--- config.mk ---
export PLATFORM = sky130hd
export DESIGN_NAME = seg_scan_display
export DESIGN_NICKNAME = d
export VERILOG_FILES = /design/src/rtl/seg_pkg.sv /design/src/rtl/seg_decoder.sv /design/src/rtl/seg_scan_display.sv
export SDC_FILE = /design/constraint.sdc
export NUM_CORES = 1
export LEC_CHECK = 0
export BUFFER_PORTS_ARGS = -buffer_cell sky130_fd_sc_hd__buf_2
export CAP_MARGIN = 10
export CORE_MARGIN = 1.5
export CORE_UTILIZATION = 54
export CTS_BUF_LIST = sky130_fd_sc_hd__clkbuf_8 sky130_fd_sc_hd__clkbuf_16
export CTS_CLUSTER_DIAMETER = 80
export CTS_CLUSTER_SIZE = 24
export DETAILED_ROUTE_END_ITERATION = 12
export PLACE_DENSITY = 0.79
export SLEW_MARGIN = 20
export SYNTH_ARGS = -nofsm -noshare
export SYNTH_HDL_FRONTEND = slang
export SYNTH_HIERARCHICAL = 1
export SYNTH_SLANG_ARGS = --single-unit
--- constraint.sdc ---
create_clock -name clk -period 3.7 [get_ports clk]
set_input_delay 0.37 -clock clk [delete_from_list [all_inputs] [get_ports clk]]
set_output_delay 0.37 -clock clk [all_outputs]
set_load 0.03 [all_outputs]
--- src/rtl/seg_pkg.sv ---
// seg_pkg: shared segment patterns, slot phase type and index width for the scan display
package seg_pkg;
  localparam int IDX_W = 2;
  localparam logic [6:0] SEG_0    = 7'h3F;
  localparam logic [6:0] SEG_1    = 7'h06;
  localparam logic [6:0] SEG_2    = 7'h5B;
  localparam logic [6:0] SEG_3    = 7'h4F;
  localparam logic [6:0] SEG_4    = 7'h66;
  localparam logic [6:0] SEG_5    = 7'h6D;
  localparam logic [6:0] SEG_6    = 7'h7D;
  localparam logic [6:0] SEG_7    = 7'h07;
  localparam logic [6:0] SEG_8    = 7'h7F;
  localparam logic [6:0] SEG_9    = 7'h6F;
  localparam logic [6:0] SEG_DASH = 7'h40;
  localparam logic [6:0] SEG_OFF  = 7'h00;
  typedef enum logic {GAP, SHOW} slot_t;
endpackage

--- src/rtl/seg_decoder.sv ---
// seg_decoder: BCD digit to active-high {g,f,e,d,c,b,a}; non-BCD codes show a dash
module seg_decoder
  import seg_pkg::*;
(
  input  logic [3:0] bcd,
  output logic [6:0] seg
);
  always_comb begin
    case (bcd)
      4'd0: seg = SEG_0;
      4'd1: seg = SEG_1;
      4'd2: seg = SEG_2;
      4'd3: seg = SEG_3;
      4'd4: seg = SEG_4;
      4'd5: seg = SEG_5;
      4'd6: seg = SEG_6;
      4'd7: seg = SEG_7;
      4'd8: seg = SEG_8;
      4'd9: seg = SEG_9;
      default: seg = SEG_DASH;
    endcase
  end
endmodule

--- src/rtl/seg_scan_display.sv ---
// seg_scan_display: 4-digit multiplexed seven-segment driver with frame snapshot, ghost gap and zero blanking
module seg_scan_display
  import seg_pkg::*;
#(
  parameter int SCAN_DIV    = 50000,
  parameter int GHOST_GAP   = 4,
  parameter int SEG_ACT_LOW = 1,
  parameter int AN_ACT_LOW  = 1
) (
  input  logic       clk,
  input  logic       rst,
  input  logic       disp_en,
  input  logic       blank_lz,
  input  logic [3:0] dig3,
  input  logic [3:0] dig2,
  input  logic [3:0] dig1,
  input  logic [3:0] dig0,
  output logic [6:0] seg,
  output logic       dp,
  output logic [3:0] an
);
  localparam int DW = $clog2(SCAN_DIV);
  localparam logic SP = SEG_ACT_LOW != 0;
  localparam logic AP = AN_ACT_LOW != 0;
  logic [DW-1:0]    div_cnt;
  logic [IDX_W-1:0] idx;
  logic [15:0]      shadow;
  logic [3:0]       cur, an_nx;
  logic [6:0]       dec_seg, seg_nx;
  logic             slot_end, bl3, bl2, bl1, blank, on;
  slot_t            slot;
  assign slot_end = div_cnt == DW'(SCAN_DIV - 1);
  seg_decoder u_dec (.bcd(cur), .seg(dec_seg));
  // blanking chains from the left so a non-zero or dash digit stops it for everything to its right
  always_comb begin
    slot   = int'(div_cnt) < GHOST_GAP ? GAP : SHOW;
    cur    = shadow[{idx, 2'b00} +: 4];
    bl3    = blank_lz && shadow[15:12] == 4'd0;
    bl2    = bl3 && shadow[11:8] == 4'd0;
    bl1    = bl2 && shadow[7:4] == 4'd0;
    blank  = idx == 2'd3 ? bl3 : idx == 2'd2 ? bl2 : idx == 2'd1 ? bl1 : 1'b0;
    on     = disp_en && slot == SHOW;
    an_nx  = on ? 4'b0001 << idx : 4'b0000;
    seg_nx = on && !blank ? dec_seg : SEG_OFF;
  end
  always_ff @(posedge clk) begin
    if (rst) begin
      div_cnt <= '0;
      idx     <= '0;
      shadow  <= '0;
      seg     <= {7{SP}};
      dp      <= SP;
      an      <= {4{AP}};
    end else begin
      div_cnt <= slot_end ? '0 : div_cnt + 1'b1;
      if (slot_end) idx <= idx + 1'b1;
      if (slot_end && &idx) shadow <= {dig3, dig2, dig1, dig0};
      seg     <= seg_nx ^ {7{SP}};
      dp      <= SP;
      an      <= an_nx ^ {4{AP}};
    end
  end
endmodule

==> results.yml <==
routing:
  antenna_left: 0
  first_pass_iters: 5
  wl_mm: 4.296
  wl_met2_mm: 1.924
  vias_per_cell: 5.647
  wire_per_inst_um: 13.77
  vias: 1762
  drc_errors: 0
  wl_met3_um: 234
  met1_length_mm: 2.064
  top_layer: "met4"
  drt-initial-drc-count: 104
die:
  die_w_um: 66.09
  start_util_pct: 57.42
  ios: 32
  die-area_um2: 4368
  rows: 22
  core_um2: 3744
  die_h_um: 66.09
clocking:
  cts.clk_slew.worst_paths_ns: 0.08
  cts_tree: "built"
  clk_path_buf_depth: 2
  cts_resized: 0
  cts-htree-levels: 2
  clock-sinks: 45
  clk_latency_ns: 0.29
  postCtsHoldBufs: 0
  numCtsBuffers: 5
  cts-root-buf: "clkbuf_8"
  cts_setup_buffers: 0
pwr:
  pwr_density_cell_nw_per_um2: 347.8
  vdd_drop_max_mv: 0.2232
  p_leak_nw: 0.8240
timing:
  fin_setup_tns_ns: 0
  finalClockSkew_ns: 0.003574
  hold_violations: 0
  fin_crit_sh_pct: 56.86
  clock.fmax_ghz: 0.4754
  relSlewSlack_pct: 48.99
  worstMarginPinSlew_ns: 0.7652
  hold_slack_ns: 0.3282
  min_period_ns: 2.104
  slew_violations: 0
  grt_setup_unrepaired: "no"
  setup_violations: 0
cells_and_area:
  layout.nets: 295
  drive_above_1_share_pct: 17.42
  antenna_cells: 0
  fillers: 322
  area_growth_pct: 10.24
setup_path:
  endpoint_kind: "flip-flop"
  arrival_ns: 2.27
  cp_slowest_stage_delay_ns: 0.68
  setup.worst_path.class: "flip-flop to flip-flop"
  start_kind: "flip-flop"
  crit_chain: "nor4_1, and2_1, a21o_1, nor2_1"
  critPathBufInv: 0
  cp.required_ns: 3.86
  slowest_stage: "and2_1"
  path_max_fanout: 22
  critPathTopFamily: "simple AND/OR/NAND/NOR gates"
global_route:
  grt_max_degree: 23
  grt_pass1_vias: 1601
  grt_pass1_wl_mm: 7.279
  grt_use_total_pct: 21.87
  overflow: 0
  antenna_found_initial: 0
logic_synthesis:
  yosys_register_bits: 45
  yosys_warnings: 6
  synth_fp_nets: 273
  syn_area_per_cell_um2: 8.882
  yosysUniqueCellTypes: 34
  ys_seq_area_share_pct: 41.91
  synthCells: 242
  synth_area_um2: 2150
worst_hold_path:
  worst_hold_path_type: "input pin to flip-flop"
place:
  port_buffers: 30
  gp_congestion: 0.8848
  place_hpwl_mm: 3.018
run_status:
  status: "complete, no violations"
run:
  maxCapViolCount: 0
cells in the mapped netlist (all sizes together):
library cell,number,share of area (%)
conb,1,0.17
clkbuf,6,1.0
nor3,6,1.4
nand3,19,5.0
and2,1,0.29
a311oi,1,0.41
o22ai,3,0.87
nor2b,1,0.29
xor2,1,0.41
nand4,19,5.5
nor2,21,3.7
or2,1,0.29
o21ai,18,4.2
nor4,9,2.6
nand2b,1,0.29
o31a,1,0.41
dfxtp,45,42
mux2,1,0.70
a22oi,1,0.35
buf,12,3.8
and2b,1,0.35
ha,11,6.4
or3,1,0.29
nand2,7,1.2
o21a,1,0.35
mux4,4,4.2
xnor2,13,5.3
a21o,5,1.7
inv,12,2.1
a21oi,19,4.4
layout make-up:
class | count | area (um^2) | share of cell area, %
Multi-Input combinational cell | 167 | 1105 | 46.62
Timing Repair Buffer | 33 | 172.7 | 7.286
Inverter | 12 | 45.04 | 1.901
Clock inverter | 1 | 3.754 | 0.1584
Clock buffer | 6 | 82.58 | 3.485
Sequential cell | 45 | 900.9 | 38.01
Tap cell | 48 | 60.06 | 2.534
path summary, 6_finish.rpt:
path         slack [ns]  cells past startpoint                   start                      end
min reg2reg        0.48                      2  shadow[3]$_SDFFE_PP0P_   shadow[3]$_SDFFE_PP0P_
max reg2reg        1.60                      4  div_cnt[10]$_SDFF_PP0_    div_cnt[6]$_SDFF_PP0_
max                1.60                      4  div_cnt[10]$_SDFF_PP0_    div_cnt[6]$_SDFF_PP0_
min                0.33                      3                 dig3[2]  shadow[14]$_SDFFE_PP0P_
per-layer routing:
metal  vias up  GRT usage (%)
li1        897              -
met1       800          31.03
met2        58          32.38
met3         7          4.089
met4         0          9.439
met5         -              0
tightest hold or removal path, delay by kind of cell:
| kind | cells | cell delay (ns) |
|---|---|---|
| compound gates | 1 | 0.06 |
| buf+inv | 1 | 0.09 |
| simple gates | 1 | 0.06 |
per-stage QoR:
step | worst slack (ns) | utilization, % | total power [mW] | std cells | instance area (um^2)
finish | 1.596 | 63.30 | 0.8243 | 312 | 2370
global route | 1.461 | 63.30 | 0.8537 | 312 | 2370
CTS | 1.603 | 63.30 | 0.8318 | 312 | 2370
detailed placement | 1.622 | 61.00 | 0.5361 | 305 | 2283
global placement | 1.659 | 61.00 | 0.5348 | 305 | 2283
floorplan | 1.745 | - | 0.5204 | 242 | 2150
logic make-up (layout without fill, tap and decap cells):
family                     count (synthesis)  in the layout  synth area share (%)
DFF                                       45             45                 41.91
AOI/OAI and AO/OA                         49             49                 12.75
other                                      1              1                0.1745
muxes                                      5              5                 4.889
adders and majority gates                 11             11                 6.403
and+or+nand+nor                           87             87                 21.25
buffers and inverters                     30             52                 6.927
xor gates and xnor gates                  14             14                 5.704
state kept, by name (all words and copies together) (netlist names):
register,cells
div_cnt,16
an,4
seg,7
idx,2
shadow,16
where the power goes:
group / internal, mW / total, mW / switching (mW)
combinational: 0.0128 / 0.0321 / 0.0193
sequential: 0.488 / 0.492 / 0.00400
clock: 0.146 / 0.300 / 0.154
total: 0.646 / 0.824 / 0.178
placed cells by master, fill, tap and decap left out, types with 3 or more instances in the layout:
cell type and instances:
nor2_1 21, nand2_1 7, nor4_1 9, o21ai_0 7, nand3_1 18, o21ai_1 11, nor3_1 5, clkbuf_8 6
xnor2_1 13, nand4_1 19, mux4_2 4, o22ai_1 3, dfxtp_1 45, buf_4 3, a21oi_1 19, ha_1 11
a21o_1 5, inv_1 13, buf_2 30
Note: power is estimated with default switching activity, not from simulation.
